`src/rtl/uart_pkg.sv`:
```
// Shared UART definitions: baud defaults, bit-timing helpers and the receiver state encoding.
// The PARITY state only exists when UART_RX_PARITY_EN is defined.
package uart_pkg;

    localparam int DEFAULT_CLK_FREQ  = 50_000_000;
    localparam int DEFAULT_BAUD_RATE = 9600;
    localparam int BAUD_CNT_W        = 13;

    function automatic int bit_period(input int clk_freq, input int baud_rate);
        return clk_freq / baud_rate;
    endfunction

    function automatic int half_period(input int bit_per);
        return bit_per / 2;
    endfunction

    typedef enum logic [2:0] {
        RX_IDLE      = 3'd0,
        RX_START     = 3'd1,
        RX_DATA      = 3'd2,
`ifdef UART_RX_PARITY_EN
        RX_PARITY    = 3'd3,
`endif
        RX_STOP      = 3'd4,
        RX_WAIT_IDLE = 3'd5
    } rx_state_t;

endpackage

```
`src/rtl/uart_sync2.sv`:
```
// Generic two-flop synchronizer for a single asynchronous bit; RESET_VALUE sets both flops in reset.
module uart_sync2 #(
    parameter logic RESET_VALUE = 1'b0
) (
    input  logic clk,
    input  logic rst_n,
    input  logic d,
    output logic q
);

    logic meta_reg;
    logic q_reg;

    always_ff @(posedge clk) begin
        if (!rst_n) begin
            meta_reg <= RESET_VALUE;
            q_reg    <= RESET_VALUE;
        end else begin
            meta_reg <= d;
            q_reg    <= meta_reg;
        end
    end

    assign q = q_reg;

endmodule

```
`src/rtl/uart_rx.sv`:
```
// 8-bit UART receiver (start, 8 data LSB first, optional even parity, 1 stop) with mid-bit sampling.
// Define UART_RX_PARITY_EN to expect and check an even-parity bit before the stop bit.
module uart_rx
    import uart_pkg::*;
#(
    parameter int CLK_FREQ   = DEFAULT_CLK_FREQ,
    parameter int BAUD_RATE  = DEFAULT_BAUD_RATE,
    parameter int BIT_PERIOD = bit_period(CLK_FREQ, BAUD_RATE)
) (
    input  logic       clk,
    input  logic       rst_n,
    input  logic       rx,
    output logic [7:0] rx_data,
    output logic       rx_valid,
    output logic       rx_frame_err,
    output logic       rx_parity_err,
    output logic       rx_busy
);

    localparam logic [BAUD_CNT_W-1:0] BIT_LAST  = BAUD_CNT_W'(BIT_PERIOD - 1);
    localparam logic [BAUD_CNT_W-1:0] HALF_LAST = BAUD_CNT_W'(half_period(BIT_PERIOD) - 1);

    rx_state_t             state_reg, state_next;
    logic [BAUD_CNT_W-1:0] baud_cnt_reg, baud_cnt_next;
    logic [2:0]            bit_cnt_reg, bit_cnt_next;
    logic [7:0]            shifter_reg, shifter_next;
    logic [7:0]            data_reg, data_next;
    logic                  valid_reg, valid_next;
    logic                  frame_err_reg, frame_err_next;
    logic                  rx_s;
    logic                  rx_s_prev_reg;
    logic                  bit_tick;
`ifdef UART_RX_PARITY_EN
    logic                  parity_bit_reg, parity_bit_next;
    logic                  parity_err_reg, parity_err_next;
`endif

    uart_sync2 #(.RESET_VALUE(1'b1)) u_rx_sync (
        .clk   (clk),
        .rst_n (rst_n),
        .d     (rx),
        .q     (rx_s)
    );

    always_ff @(posedge clk) begin
        if (!rst_n) begin
            state_reg     <= RX_IDLE;
            baud_cnt_reg  <= '0;
            bit_cnt_reg   <= '0;
            shifter_reg   <= '0;
            data_reg      <= '0;
            valid_reg     <= 1'b0;
            frame_err_reg <= 1'b0;
            rx_s_prev_reg <= 1'b1;
        end else begin
            state_reg     <= state_next;
            baud_cnt_reg  <= baud_cnt_next;
            bit_cnt_reg   <= bit_cnt_next;
            shifter_reg   <= shifter_next;
            data_reg      <= data_next;
            valid_reg     <= valid_next;
            frame_err_reg <= frame_err_next;
            rx_s_prev_reg <= rx_s;
        end
    end

`ifdef UART_RX_PARITY_EN
    always_ff @(posedge clk) begin
        if (!rst_n) begin
            parity_bit_reg <= 1'b0;
            parity_err_reg <= 1'b0;
        end else begin
            parity_bit_reg <= parity_bit_next;
            parity_err_reg <= parity_err_next;
        end
    end
`endif

    always_comb begin
        state_next     = state_reg;
        baud_cnt_next  = baud_cnt_reg;
        bit_cnt_next   = bit_cnt_reg;
        shifter_next   = shifter_reg;
        data_next      = data_reg;
        valid_next     = 1'b0;
        frame_err_next = 1'b0;
`ifdef UART_RX_PARITY_EN
        parity_bit_next = parity_bit_reg;
        parity_err_next = 1'b0;
`endif
        bit_tick = (baud_cnt_reg == BIT_LAST);

        case (state_reg)
            RX_IDLE: begin
                if (rx_s_prev_reg && !rx_s) begin
                    state_next    = RX_START;
                    baud_cnt_next = '0;
                end
            end
            // Re-check the start bit at its middle to reject short glitches.
            RX_START: begin
                if (baud_cnt_reg == HALF_LAST) begin
                    baud_cnt_next = '0;
                    bit_cnt_next  = '0;
                    state_next    = rx_s ? RX_IDLE : RX_DATA;
                end else begin
                    baud_cnt_next = baud_cnt_reg + 1'b1;
                end
            end
            RX_DATA: begin
                baud_cnt_next = bit_tick ? '0 : baud_cnt_reg + 1'b1;
                if (bit_tick) begin
                    shifter_next = {rx_s, shifter_reg[7:1]};
                    bit_cnt_next = bit_cnt_reg + 1'b1;
                    if (bit_cnt_reg == 3'd7) begin
`ifdef UART_RX_PARITY_EN
                        state_next = RX_PARITY;
`else
                        state_next = RX_STOP;
`endif
                    end
                end
            end
`ifdef UART_RX_PARITY_EN
            RX_PARITY: begin
                baud_cnt_next = bit_tick ? '0 : baud_cnt_reg + 1'b1;
                if (bit_tick) begin
                    parity_bit_next = rx_s;
                    state_next      = RX_STOP;
                end
            end
`endif
            // A low stop sample wins over any parity result.
            RX_STOP: begin
                baud_cnt_next = bit_tick ? '0 : baud_cnt_reg + 1'b1;
                if (bit_tick) begin
                    if (rx_s) begin
                        state_next = RX_IDLE;
`ifdef UART_RX_PARITY_EN
                        if (^{parity_bit_reg, shifter_reg}) begin
                            parity_err_next = 1'b1;
                        end else begin
                            data_next  = shifter_reg;
                            valid_next = 1'b1;
                        end
`else
                        data_next  = shifter_reg;
                        valid_next = 1'b1;
`endif
                    end else begin
                        frame_err_next = 1'b1;
                        state_next     = RX_WAIT_IDLE;
                    end
                end
            end
            RX_WAIT_IDLE: begin
                if (rx_s) begin
                    state_next = RX_IDLE;
                end
            end
            default: begin
                state_next = RX_IDLE;
            end
        endcase
    end

    assign rx_data      = data_reg;
    assign rx_valid     = valid_reg;
    assign rx_frame_err = frame_err_reg;
    assign rx_busy      = (state_reg != RX_IDLE);
`ifdef UART_RX_PARITY_EN
    assign rx_parity_err = parity_err_reg;
`else
    assign rx_parity_err = 1'b0;
`endif

endmodule
```
`config.mk`:
```
export PLATFORM = sky130hd
export DESIGN_NAME = uart_rx
export DESIGN_NICKNAME = d
export VERILOG_FILES = /design/src/rtl/uart_pkg.sv /design/src/rtl/uart_sync2.sv /design/src/rtl/uart_rx.sv
export SDC_FILE = /design/constraint.sdc
export NUM_CORES = 1
export LEC_CHECK = 0
export CORE_ASPECT_RATIO = 1.2
export CORE_MARGIN = 1.5
export CORE_UTILIZATION = 60
export CTS_BUF_LIST = sky130_fd_sc_hd__clkbuf_4 sky130_fd_sc_hd__clkbuf_8
export DETAILED_ROUTE_END_ITERATION = 6
export MAX_ROUTING_LAYER = met4
export PLACE_DENSITY = 0.82
export SYNTH_ARGS = -nofsm -noshare
export SYNTH_HDL_FRONTEND = slang
export SYNTH_SLANG_ARGS = --single-unit
```
`constraint.sdc`:
```
create_clock -name clk -period 5.8 [get_ports clk]
set_clock_uncertainty 0.1 [all_clocks]
set_input_delay 1.74 -clock clk [delete_from_list [all_inputs] [get_ports clk]]
set_output_delay 1.74 -clock clk [all_outputs]
set_load 0.02 [all_outputs]
```
# Yosys cells after proc, flatten, opt, wreduce, memory -nomap -nowiden
# Cells that the tools add are included.
[word_totals]
register_bits = 40
latch_bits = 0
ram_bits = 0
romBits = 0
input_bits = 3
mem_count = 0
[classes]
n_addsub = 2
multipliers = 0
div_mod_pow = 0
n_lt_le_gt_ge = 0
n_eq_ne = 13
shifts = 0
n_mux = 18
bitwise = 0
n_reduce_logical = 13
[op_table]
columns = ["op", "n"]
rows = [
  ["$mux W13", 3],
  ["$pmux W13 S3", 1],
  ["$mux W3", 9],
  ["$pmux W3 S5", 1],
  ["$add A13 B1 Y13 const B", 1],
  ["$eq A13 B12 Y1 const B", 1],
  ["$eq A13 B13 Y1 const B", 1],
  ["$ne A2 B2 Y1 const B", 5],
  ["$eq A3 B3 Y1 const B", 3],
  ["$reduce_and A3 Y1", 3],
  ["$pmux W3 S2", 1],
  ["$reduce_and A6 Y1", 1],
  ["$reduce_bool A3 Y1", 2],
  ["$reduce_and A2 Y1", 2],
  ["$add A3 B1 Y3 const B", 1],
  ["$eq A3 B1 Y1 const B", 1],
  ["$eq A3 B2 Y1 const B", 1],
  ["$logic_not A3 Y1", 1],
  ["$mux W1", 2],
  ["$mux W2", 1],
  ["$ne A2 B1 Y1 const B", 1],
  ["$reduce_bool A2 Y1", 1],
  ["$reduce_or A2 Y1", 1],
  ["$logic_and A1 B1 Y1", 1],
  ["$logic_not A1 Y1", 1],
]

# Depth between registers and ports, before layout
# Gate-level depths: netlist of the first run.
[logic_depth]
word_depth = 4
depth_mapped = 8
mapped_depth_nobuf = 6

# By module
# From an unflattened synthesis of the first run, not the netlist that was laid out.
[unflattened]
hier_cells = 217
area_unflattened_um2 = 2073.2
[modules_own_cells]
columns = ["module", "instances", "cells_per_inst", "area_per_inst_um2"]
rows = [
  ["uart_rx", 1, 213, 2020.7],
  ["uart_sync2", 1, 4, 52.6],
]

# Worst setup path before layout of the first run
# Ideal clock, no wire load.
[synth_path]
kind = "register to output"
from = "reg state_reg[2]"
to = "out rx_busy"
arrival_time_ns = 0.842
required_time_ns = 3.960
slack_ns = 3.118
path_stages_with_launch = 3
n_path_buf = 1
cell_sequence = "dfxtp_1 -> buf_2 -> or3_1"
[synth_via]
elab_chain_len = 1
[synth_rtl]
columns = ["item", "line", "text"]
rows = [
  ["from (decl)", "uart_rx.sv:23", "rx_state_t state_reg, state_next;"],
  ["from (signal assigned)", "uart_rx.sv:56", "state_reg <= state_next;"],
  ["$reduce_bool A3 Y1", "uart_rx.sv:170", "assign rx_busy = (state_reg != RX_IDLE);"],
  ["to (decl)", "uart_rx.sv:17", "output logic rx_busy"],
]
# No other way between the ends.

# Final worst setup path of the first run
[layout_path]
from = "reg state_reg[0]"
to = "out rx_busy"
# Same word-level chain as after synthesis.

==> results.txt, run 1 <==
status: finished, final reports clean
CP bufs+invs: 1
Port Buffers: 13
vias per cell: 5.90
Detailed Route Iter0 Violations: 40
RSZ-0062 raised after global routing: false
reg2reg end: state_reg[0]
worst reg-to-reg path cell count: 6
worst path required time: 3960 ps
Clk pwr share: 0.284
Hold Fails Final Rpt: 0
gpl congestion: 0.768
setup bufs post-CTS: 0
Largest stage delay, worst path: 550 ps
max reg flops: 13
CTS sink count: 40
first-pass GRT wire length: 6080 um
commonest non-fill, non-tap cells in the layout: dfxtp_1 (40), nor2_1 (24), nand2_1 (23), mux2i_1 (23), clkdlybuf4s50_1 (13)
Area Overhead vs Synth: 10.1%
Distinct cells, synth: 39
chip width: 54.2 um
hold path endpoint: u_rx_sync.q
LEAKAGE: 0.785 nW
Max clock buf depth: 2
Least-Margin Pin Slew: 1090 ps
Hold WC Path Type: register to register
P_int: 0.383 mW
hold_buf cts: 0
H-Tree Depth: 2
Worst Hold Launch: u_rx_sync.meta_reg
Slew headroom: 0.269
Tcrit/Tclk final: 0.624
r2r startpoint: baud_cnt_reg[0]
Antenna Cells: 0
area of the multi-input gates: 1020 um2
crit path kind: register to primary output
initial antenna violation count: 0
Total GRT Usage: 0.241
register area share after synthesis: 0.424
crit path max fanout: 12
fmax: 276 MHz
Avg Cell Area, Syn: 9.18 um2
Crit. End Element: primary output
Sequential Area: 801 um2
flops & latches, synth: 40
Top delay family on crit path: buffers and inverters
minimum clock period: 3620 ps
largest net degree at the start of global routing: 35
fin util: 0.687
vias in the first global route: 1440
PD cells: 264 nW/um2
CTS Buf Count: 5
mean routed wirelength per cell: 14.1 um
hpwl dp: 2400 um
NetSw: 0.166 mW
via count: 1487
hold depth: 1
First-pass DRT Iterations: 4
peak supply drop: 0.000290 V
Mapped Nets: 212
core box area: 3030 um2
startpoint types: register
share of post-route cells with drive strength above 1: 0.0648
cells resized by post-CTS repair: 0
Routed Antenna Nets: 0
die height: 64.5 um
crit-path cells: or3_1, clkdlybuf4s50_1
power share of the combinational group: 0.178
crit path DAT: 1780 ps
# DRC: 0
number of fill cells: 246
gr ovfl total: 0
initial core utilization: 0.624
flop-to-flop setup slack: 3400 ps
Gate Count Post-Synth: 206
most common cell after layout, fill and taps aside: dfxtp_1
CTS tree: built
Yosys warnings: 0
nets: 222
slowest stage cell, crit path: clkdlybuf4s50_1
drt total wl: 3560 um
clock latency on the worst-skew pair: 350 ps
Sequential Power Share: 0.539
die area: 3500 um2
max-cap check violation count: 0
# IOs: 15
Reg clk slew, reported paths: 110 ps
Post-Syn Area: 1890 um2
std cell rows: 22
switching fraction of total power: 0.303
Pins Over Slew Limit: 0
Setup TNS Final: 0 ps
root buf cell: clkbuf_4
Final setup viols: 0
==> worst max path at each step <==
stage | from | to | slack [ps] | cells past startpoint
after CTS | state_reg[0] | rx_busy | 2180 | 2
after floorplan | state_reg[2] | rx_busy | 3120 | 2
after detailed placement | rst_n | state_reg[0] | 2390 | 5
after global routing | state_reg[0] | rx_busy | 2120 | 2
after global placement | rst_n | state_reg[0] | 2440 | 5
final | state_reg[0] | rx_busy | 2180 | 2
==> worst reg2reg max path: stages (launching register included) <==
cell,delay (ps)
dfxtp_1,400
ha_1,250
nor3b_2,290
nand4b_4,210
a22o_1,480
a221o_1,430
mux2i_1,150
==> cells in the mapped netlist <==
cell	instances	area share
ha_1	3	0.020
nor3b_1	1	0.0040
a2111o_1	1	0.0060
and4bb_1	2	0.013
or3_1	7	0.023
nor2_1	24	0.048
nor3_4	1	0.0086
nor3b_2	3	0.020
nand3b_1	10	0.040
buf_4	1	0.0040
and2_1	1	0.0033
or2_1	1	0.0033
nand2b_1	6	0.020
a22oi_1	1	0.0040
nor2b_1	2	0.0066
buf_2	4	0.011
o21ai_0	2	0.0053
a21oi_1	2	0.0053
a221o_1	1	0.0053
a31oi_1	11	0.036
buf_6	1	0.0060
nor4_1	2	0.0066
or4_1	1	0.0040
a22o_1	1	0.0046
nand4_1	3	0.0099
and3_1	4	0.013
clkinv_1	1	0.0020
nand2_1	23	0.046
nand3_1	9	0.024
mux2_2	1	0.0060
dfxtp_1	40	0.42
nand4b_4	1	0.013
inv_1	1	0.0020
o211ai_1	2	0.0079
mux2i_1	23	0.12
o22ai_1	1	0.0033
conb_1	1	0.0020
and4_1	2	0.0093
clkbuf_1	5	0.0099
==> logic make-up (layout without fill, tap and decap cells) <==
family	Yosys count	in the layout	share of synthesized area
AND/OR/NAND/NOR	103	103	0.314
flip-flops	40	40	0.424
multiplexers	24	24	0.128
AO/OA/AOI/OAI	22	22	0.0781
buffers and inverters	13	23	0.0344
adder cells (fa/ha/maj)	3	3	0.0199
other	1	1	0.00198
==> metal layers <==
metal,global-route usage,part of all wire,vias up
li1,-,-,756
met1,0.277,0.43,696
met2,0.390,0.52,29
met3,0.0622,0.039,6
met4,0.0969,0.013,0
met5,-,0,-
==> power groups by stage <==
stage | clock [mW] | combinational, mW | sequential, mW
2_1_floorplan | 0 | 0.0906 | 0.292
3_3_place_gp | 0 | 0.0934 | 0.301
3_5_place_dp | 0 | 0.0965 | 0.302
4_1_cts | 0.158 | 0.0972 | 0.295
5_1_grt | 0.169 | 0.104 | 0.297
6_report | 0.156 | 0.0975 | 0.296
==> metrics by stage <==
step / cell area, um2 / hold WS, ps / worst slack [ps] / power [mW] / std cells
detailed placement: 2020 / 316 / 2390 / 0.398 / 245
CTS: 2080 / 346 / 2180 / 0.550 / 252
finish: 2080 / 341 / 2180 / 0.549 / 252
global route: 2080 / 370 / 2120 / 0.571 / 252
floorplan: 1890 / 286 / 3120 / 0.382 / 206
global placement: 2020 / 299 / 2440 / 0.394 / 245
==> area by class of cell <==
class | instances | area share
multi-input combinational | 153 | 0.492
timing repair buffer | 14 | 0.0661
sequential | 40 | 0.385
tap | 36 | 0.0216
clock buffer | 7 | 0.0313
inverter | 2 | 0.00361
Power figures use the tool's default switching activity.
==> run 2, diff against run 1 <==
CORE_UTILIZATION = 54   (was 60)
PLACE_DENSITY = 0.78   (was 0.82)
clock period = 3.1 ns   (was 5.8 ns; I/O delays follow)
==> results.txt, run 2 (synthesized netlist as in run 1, its figures left out) <==
startpoint types: register
slowest stage cell, crit path: clkdlybuf4s50_1
Final setup viols: 0 (unchanged)
Largest stage delay, worst path: 550 ps (about the same)
post-route design area: 2150 um2 (+3.2%)
crit-path cells: or3_1, clkdlybuf4s50_1
die height: 67.8 um (+5.2%)
Routed Antenna Nets: 0 (unchanged)
drt total wl: 3860 um (+8.5%)
Hold WC Path Type: register to register
std cell rows: 23 (+4.5%)
Slew headroom: 0.572 (+0.303)
flop-to-flop setup slack: 690 ps (-2710 ps)
CTS tree: built
Power Total: 1.18 mW (+110%)
CTS sink count: 40 (unchanged)
H-Tree Depth: 2 (unchanged)
vias per cell: 6.02 (+2.0%)
root buf cell: clkbuf_8
# IOs: 15 (unchanged)
mean routed wirelength per cell: 15.1 um (+6.8%)
Pins Over Slew Limit: 0 (unchanged)
Tcrit/Tclk final: 0.880
number of fill cells: 275 (+12%)
minimum clock period: 2730 ps
Least-Margin Pin Slew: 642 ps (-450 ps)
hpwl dp: 2750 um (+14%)
Antenna Cells: 0 (unchanged)
r2r startpoint: baud_cnt_reg[0]
hold_buf cts: 0 (unchanged)
commonest non-fill, non-tap cells in the layout: dfxtp_1 (40), nor2_1 (24), nand2_1 (23), mux2i_1 (23), clkdlybuf4s50_1 (13)
chip width: 57.0 um (+5.1%)
Total GRT Usage: 0.222 (-0.0186)
fmax: 366 MHz
most common cell after layout, fill and taps aside: dfxtp_1
via count: 1541 (+3.6%)
Detailed Route Iter0 Violations: 113 (+180%)
Hold Fails Final Rpt: 0 (unchanged)
setup bufs post-CTS: 0 (unchanged)
Crit. End Element: primary output
CP bufs+invs: 1 (unchanged)
share of post-route cells with drive strength above 1: 0.0776 (+0.0128)
PD cells: 549 nW/um2 (+110%)
LEAKAGE: 0.811 nW (+3.4%)
Reg clk slew, reported paths: 70 ps (-40 ps)
first-pass GRT wire length: 6470 um (+6.4%)
crit path DAT: 1700 ps (-80 ps)
nets: 224 (+0.90%)
Worst Hold Launch: u_rx_sync.meta_reg
largest net degree at the start of global routing: 24 (-31%)
RSZ-0062 raised after global routing: false
clock latency on the worst-skew pair: 290 ps (-60 ps)
fin util: 0.643 (-0.0440)
status: finished, final reports clean
initial antenna violation count: 0 (unchanged)
Setup crit start: state_reg[0]
vias in the first global route: 1515 (+5.2%)
# DRC: 0 (unchanged)
peak supply drop: 0.000539 V (+86%)
crit path max fanout: 12 (unchanged)
core box area: 3340 um2 (+10%)
cells resized by post-CTS repair: 0 (unchanged)
Port Buffers: 13 (unchanged)
Top delay family on crit path: buffers and inverters
Area Overhead vs Synth: 13.6%
max-cap check violation count: 0 (unchanged)
crit path kind: register to primary output
CTS Buf Count: 5 (unchanged)
die area: 3870 um2 (+11%)
First-pass DRT Iterations: 4 (unchanged)
max reg flops: 13 (unchanged)
gr ovfl total: 0 (unchanged)
initial core utilization: 0.566 (-0.0580)
DP Area: 2030 um2 (+0.81%)
gpl congestion: 0.904 (+18%)
Max clock buf depth: 2 (unchanged)
worst path required time: 2070 ps (-1890 ps)
Setup TNS Final: 0 ps (unchanged)
run 2: cell type report:
cell class | count | area (um2) | share of cell area
Sequential cell | 40 | 801 | 0.373
Multi-Input combinational cell | 153 | 1020 | 0.477
Timing Repair Buffer | 16 | 153 | 0.0711
Clock buffer | 5 | 68.8 | 0.0321
Tap cell | 37 | 46.3 | 0.0216
Clock inverter | 3 | 46.3 | 0.0216
Inverter | 2 | 7.51 | 0.00350
run 2: layer usage:
metal  vias to the layer above  wire, um  track usage
met4                         0        51        0.134
li1                        761         -            -
met5                         -         0            -
met3                         5       184       0.0340
met1                       724      1580        0.248
met2                        51      2040        0.378
run 2: worst reg2reg max path, delay by kind of cell, from the launching register on:
family,cells,cell delay [ps]
AOI/OAI and AO/OA,2,910
and+or+nand+nor,2,500
muxes,1,150
adders and majority gates,1,250
DFF,1,390
run 2: path summary, 6_finish.rpt:
check | to | cells after the start
setup / recovery | rx_busy | 2
hold / removal | u_rx_sync.q | 1
setup reg to reg | state_reg[0] | 6
hold reg to reg | u_rx_sync.q | 1
run 2: metrics by stage:
stage / setup WS [ps] / instances / hold slack [ps]
after floorplan: 1080 / 206 / 286
after global placement: 606 / 248 / 300
after detailed placement: 522 / 248 / 311
after CTS: 361 / 256 / 329
after global routing: 306 / 256 / 353
final: 371 / 256 / 324
run 2: where the power goes:
part	internal [mW]	switching, mW	leakage (nW)
logic	0.0693	0.126	0.434
registers	0.526	0.0266	0.323
clock network	0.242	0.188	0.0548
